--- config.mk ---
export PLATFORM = sky130hd
export DESIGN_NAME = rv32i_regfile_accel
export DESIGN_NICKNAME = d
export VERILOG_FILES = /design/src/rtl/rv32i_regfile_accel.sv
export SDC_FILE = /design/constraint.sdc
export NUM_CORES = 2
export LEC_CHECK = 0
export CAP_MARGIN = 20
export CORE_ASPECT_RATIO = 0.6
export CORE_MARGIN = 5
export CORE_UTILIZATION = 49
export DETAILED_ROUTE_END_ITERATION = 8
export GPL_TIMING_DRIVEN = 1
export PLACE_DENSITY_LB_ADDON = 0.3
export SYNTH_ARGS = -nofsm -noshare
export SYNTH_HDL_FRONTEND = slang
export SYNTH_SLANG_ARGS = --single-unit
--- constraint.sdc ---
create_clock -name clk -period 1.92 [get_ports clk]
set_input_delay 0.192 -clock clk [delete_from_list [all_inputs] [get_ports clk]]
set_output_delay 0.192 -clock clk [all_outputs]
set_load 0.01 [all_outputs]
--- src/rtl/rv32i_regfile_accel.sv ---
// RV32I/RV32E register file with a memory-mapped accelerator mailbox.
// Argument, command/status and result registers live inside the architectural register space.
module rv32i_regfile_accel #(
    parameter int unsigned XLEN      = 32,
    parameter int unsigned NREG      = 32,
    parameter int unsigned BYPASS    = 1,
    parameter int unsigned ARG_A_IDX = 28,
    parameter int unsigned ARG_B_IDX = 29,
    parameter int unsigned CMD_IDX   = 31,
    parameter int unsigned RES_IDX   = 10
) (
    input  logic            clk,
    input  logic            rst_n,
    input  logic [4:0]      rs1_addr,
    input  logic [4:0]      rs2_addr,
    output logic [XLEN-1:0] rs1_data,
    output logic [XLEN-1:0] rs2_data,
    input  logic            rd_we,
    input  logic [4:0]      rd_addr,
    input  logic [XLEN-1:0] rd_data,
    output logic            acc_start,
    output logic [XLEN-1:0] acc_a,
    output logic [XLEN-1:0] acc_b,
    input  logic            acc_done,
    input  logic [XLEN-1:0] acc_result,
    output logic            acc_busy
);

    localparam int unsigned AW     = $clog2(NREG);
    localparam logic [5:0]  NREG_L = 6'(NREG);
    localparam logic [4:0]  CMD_A  = 5'(CMD_IDX);
    localparam logic [4:0]  RES_A  = 5'(RES_IDX);
    localparam logic        BYP    = (BYPASS != 0);

    typedef enum logic [1:0] {S_IDLE, S_BUSY, S_DONE} state_t;

    state_t          state;
    logic            start_q;
    logic            busy_q;
    logic [XLEN-1:0] regs [NREG];

    logic            wr_ok;
    logic            cmd_wr;
    logic            res_load;
    logic            core_wr;
    logic            fwd_en;
    logic [XLEN-1:0] status;

    function automatic logic in_range(input logic [4:0] a);
        return (a != 5'd0) && ({1'b0, a} < NREG_L);
    endfunction

    // Read mux: x0/out-of-range, status word, same-cycle forward, stored value
    function automatic logic [XLEN-1:0] read_port(
        input logic [4:0]      a,
        input logic [XLEN-1:0] stored,
        input logic [XLEN-1:0] st,
        input logic            fwd,
        input logic [4:0]      wa,
        input logic [XLEN-1:0] wd
    );
        if (!in_range(a))        return '0;
        if (a == CMD_A)          return st;
        if (fwd && (a == wa))    return wd;
        return stored;
    endfunction

    assign wr_ok    = rd_we && in_range(rd_addr);
    assign cmd_wr   = wr_ok && (rd_addr == CMD_A);
    assign res_load = (state == S_BUSY) && acc_done;
    // Accelerator result wins over a colliding core write to the result register
    assign core_wr  = wr_ok && !cmd_wr && !(res_load && (rd_addr == RES_A));
    assign fwd_en   = BYP && wr_ok && !cmd_wr;

    always_comb begin
        status    = '0;
        status[1] = (state == S_BUSY);
        status[2] = (state == S_DONE);
    end

    always_comb begin
        rs1_data = read_port(rs1_addr, regs[rs1_addr[AW-1:0]], status, fwd_en, rd_addr, rd_data);
        rs2_data = read_port(rs2_addr, regs[rs2_addr[AW-1:0]], status, fwd_en, rd_addr, rd_data);
    end

    assign acc_a     = regs[AW'(ARG_A_IDX)];
    assign acc_b     = regs[AW'(ARG_B_IDX)];
    assign acc_start = start_q;
    assign acc_busy  = busy_q;

    // Register storage
    always_ff @(posedge clk or negedge rst_n) begin
        if (!rst_n) begin
            for (int unsigned i = 0; i < NREG; i++) begin
                regs[AW'(i)] <= '0;
            end
        end else begin
            if (core_wr) begin
                regs[rd_addr[AW-1:0]] <= rd_data;
            end
            if (res_load) begin
                regs[AW'(RES_IDX)] <= acc_result;
            end
        end
    end

    // Mailbox FSM with registered start pulse and busy flag
    always_ff @(posedge clk or negedge rst_n) begin
        if (!rst_n) begin
            state   <= S_IDLE;
            start_q <= 1'b0;
            busy_q  <= 1'b0;
        end else begin
            start_q <= 1'b0;
            case (state)
                S_IDLE: begin
                    if (cmd_wr && rd_data[0]) begin
                        state   <= S_BUSY;
                        start_q <= 1'b1;
                        busy_q  <= 1'b1;
                    end
                end
                S_BUSY: begin
                    if (acc_done) begin
                        state  <= S_DONE;
                        busy_q <= 1'b0;
                    end
                end
                S_DONE: begin
                    if (cmd_wr && rd_data[0]) begin
                        state   <= S_BUSY;
                        start_q <= 1'b1;
                        busy_q  <= 1'b1;
                    end else if (cmd_wr && rd_data[2]) begin
                        state <= S_IDLE;
                    end
                end
                default: begin
                    state  <= S_IDLE;
                    busy_q <= 1'b0;
                end
            endcase
        end
    end

endmodule

==> flow_summary.json <==
{
  "nets": 4986,
  "postSynthCellCount": 3922,
  "dieArea_um2": 122000,
  "p_comb_share_pct": 30.6,
  "cts_tree": "done",
  "ys_seq_elements": 1028,
  "cell_internal_pwr_uw": 50800,
  "synth_common_cells": "dfrtp_1, mux2_2, mux4_2",
  "drtPass1Iterations": 7,
  "syn-cell-area_um2": 56500,
  "ff2ff_path_depth": 12,
  "grt_pass1_wl_um": 321000,
  "grt_pass1_vias": 43700,
  "track_usage_pct": 36.2,
  "ys_seq_area_share_pct": 45.5,
  "swShare_pct": 30.0,
  "port_buffers": 212,
  "synth_area_leader_cell": "dfrtp_1",
  "rows": 96,
  "synth.area.top_cells": "dfrtp_1, mux4_2, mux2_2",
  "wl_per_cell_um": 34.8,
  "required_ns": 1.73,
  "seq_power_share_pct": 39.7,
  "setup_viol": 288,
  "slew_headroom_pct": 53.1,
  "period_share_pct": 157,
  "dp_slack_ns": -1.29,
  "power.density_nw_per_um2": 962,
  "ys_warn_count": 0,
  "synth_nets": 4005,
  "routabilityCongestion": 0.977,
  "fillCellCount": 7879,
  "layout.cells.non_filler": 6512,
  "arrival_ns": 2.81,
  "core_area_um2": 114000,
  "die_y_um": 273,
  "detail-route-antenna-nets": 0,
  "dpl.cell_count": 6230,
  "cts.htree.levels": 3,
  "drv_slew": 0,
  "numCtsBuffers": 101,
  "holdPathStages": 3,
  "syn-mean-instance-area_um2": 14.4,
  "synthFlopType": "dfrtp_1",
  "synthDistinctLibCells": 56,
  "ir_drop_uv": 697,
  "status": "finished with violations",
  "async_flop_share_pct": 100,
  "grt_antenna_before_repair": 5,
  "hold_path_end": "regs[686]$_DFFE_PN0P_",
  "wl_um": 226000,
  "io_pins": 213,
  "drtIter0Drc": 5988,
  "synth.top_cell.area_share_pct": 45.5,
  "crit_path_max_fanout": 3,
  "r2r_slack_ns": -0.44,
  "clock_power_share_pct": 29.7,
  "tightest_slew_ns": 0.696,
  "hold_viol_final": 0,
  "synth_edf_count": 0,
  "clk_latency_ns": 0.72,
  "finalPower_uw": 72500,
  "static-leakage-power_uw": 0.0350,
  "cts.sinks": 1028,
  "cts.path.max_buffers": 3,
  "yosysMostFrequentCell": "dfrtp_1",
  "p_switching_uw": 21700,
  "die_w_um": 448,
  "clk_pin_slew_ns": 0.07,
  "hold_path.class": "primary input to flip-flop",
  "r2r-start": "state[0]$_DFFE_PN0P_",
  "start_util_pct": 49.4,
  "maxCapViolCount": 0,
  "critPathLaunch": "acc_b[7]$_DFFE_PN0P_",
  "finalWorstSetupSlack_ns": -1.09,
  "timing.fmax_mhz": 333,
  "cts_root_buffer": "clkbuf_16",
  "syn_to_final_growth_pct": 33.3,
  "rr_endpoint": "regs[290]$_DFFE_PN0P_",
  "violations": "setup timing",
  "utilization_pct": 65.9,
  "vias_per_cell": 6.69,
  "grt_max_degree": 97,
  "vias": 43600,
  "dp_hpwl_um": 151000,
  "final.setup.tns_ns": -121.18,
  "route.detailed.drc": 0,
  "cp-end-kind": "output port",
  "rsz0062_at_grt": "yes",
  "setup.worst_path.start_class": "flip-flop",
  "path_class": "flip-flop to output port",
  "fin_crit_ns": 3.01,
  "overflow": 0,
  "drive_gt1_share_pct": 60.8,
  "fin_skew_ns": 0.0151,
  "min_from": "acc_result[14]"
}
==> stage by stage <==
step	hold WS [ns]	cell area, um2
floorplan	-0.104	56800
global placement	0.123	68300
detailed placement	0.122	68300
CTS	0.0293	74100
global route	0.0766	75300
finish	0.0614	75300
==> worst max path at each step <==
stage	endpoint	slack, ns	cells past startpoint
after floorplan	rs1_data[16]	-0.04	6
after global placement	rs2_data[0]	-1.27	10
after detailed placement	rs2_data[0]	-1.29	10
after CTS	rs1_data[7]	-1.05	5
after global routing	rs1_data[1]	-1.11	7
final	rs1_data[7]	-1.09	5
==> placed cells by master, fill, tap and decap left out, types with 13 or more instances in the layout <==
cell	instances
a21oi_1	66
a21oi_2	25
a22o_1	23
a22oi_1	109
a22oi_2	34
and3_1	25
buf_12	183
buf_2	62
buf_4	928
buf_6	71
bufinv_16	13
clkbuf_1	15
clkbuf_16	112
clkbuf_8	16
clkdlybuf4s50_1	73
clkinv_2	31
dfrtp_1	1028
dlymetal6s2s_1	66
mux2_1	43
mux2_2	489
mux2_4	395
mux2i_1	202
mux4_2	454
nand2_1	72
nor2_1	71
nor2_4	20
nor3_1	26
nor3_2	39
o21ai_0	42
o21ai_2	16
o22ai_4	15
==> cells by family after synthesis <==
logic type,count (synthesis),share of synthesized area [%]
AO/OA/AOI/OAI,398,4.63
XOR/XNOR,10,0.155
buffers and inverters,539,4.94
flip-flops,1028,45.5
multiplexers,1596,41.6
AND/OR/NAND/NOR,351,3.17
==> state kept, by name, summed over array words and instances (netlist names) <==
signal / flops
state: 2
acc_busy: 1
acc_start: 1
regs: 960
acc_a: 32
acc_b: 32
==> final cells by class <==
| cell class | instances | area [um2] | share of cell area (%) |
|---|---|---|---|
| Antenna cell | 4 | 10.0 | 0.0133 |
| Timing Repair Buffer | 1413 | 13900 | 18.5 |
| Clock inverter | 55 | 647 | 0.859 |
| Multi-Input combinational cell | 2355 | 30300 | 40.2 |
| Clock buffer | 134 | 2850 | 3.79 |
| Sequential cell | 1028 | 25700 | 34.2 |
| Inverter | 4 | 15.0 | 0.0199 |
| Tap cell | 1519 | 1900 | 2.52 |
==> worst max-delay path: stages (launching register included) <==
cell and delay (ns):
dfrtp_1 0.45, mux4_2 0.50, mux4_2 0.66, a211oi_2 0.25, nor3_1 0.08, buf_2 0.15
==> power by group through the flow <==
stage | logic (uW) | clock network [uW] | registers, uW
CTS | 21100 | 21600 | 28500
detailed placement | 20200 | 0 | 28800
global route | 23100 | 22500 | 29100
global placement | 19800 | 0 | 28500
finish | 22200 | 21500 | 28800
floorplan | 10700 | 0 | 28000
==> routing by layer <==
layer	share of wire, %	track usage [%]
met1	40	52.1
met2	40	48.7
met3	15	14.8
met4	4.9	14.7
met5	0	0
==> what timing repair did <==
action	in CTS	in global routing
setup endpoints to repair	385	620
setup buffers	60	40
gates cloned	17	10
gates resized for setup	667	288
pin swaps	134	84
hold endpoints to repair	624	0
hold buffers	2	0
Power figures use the tool's default switching activity.
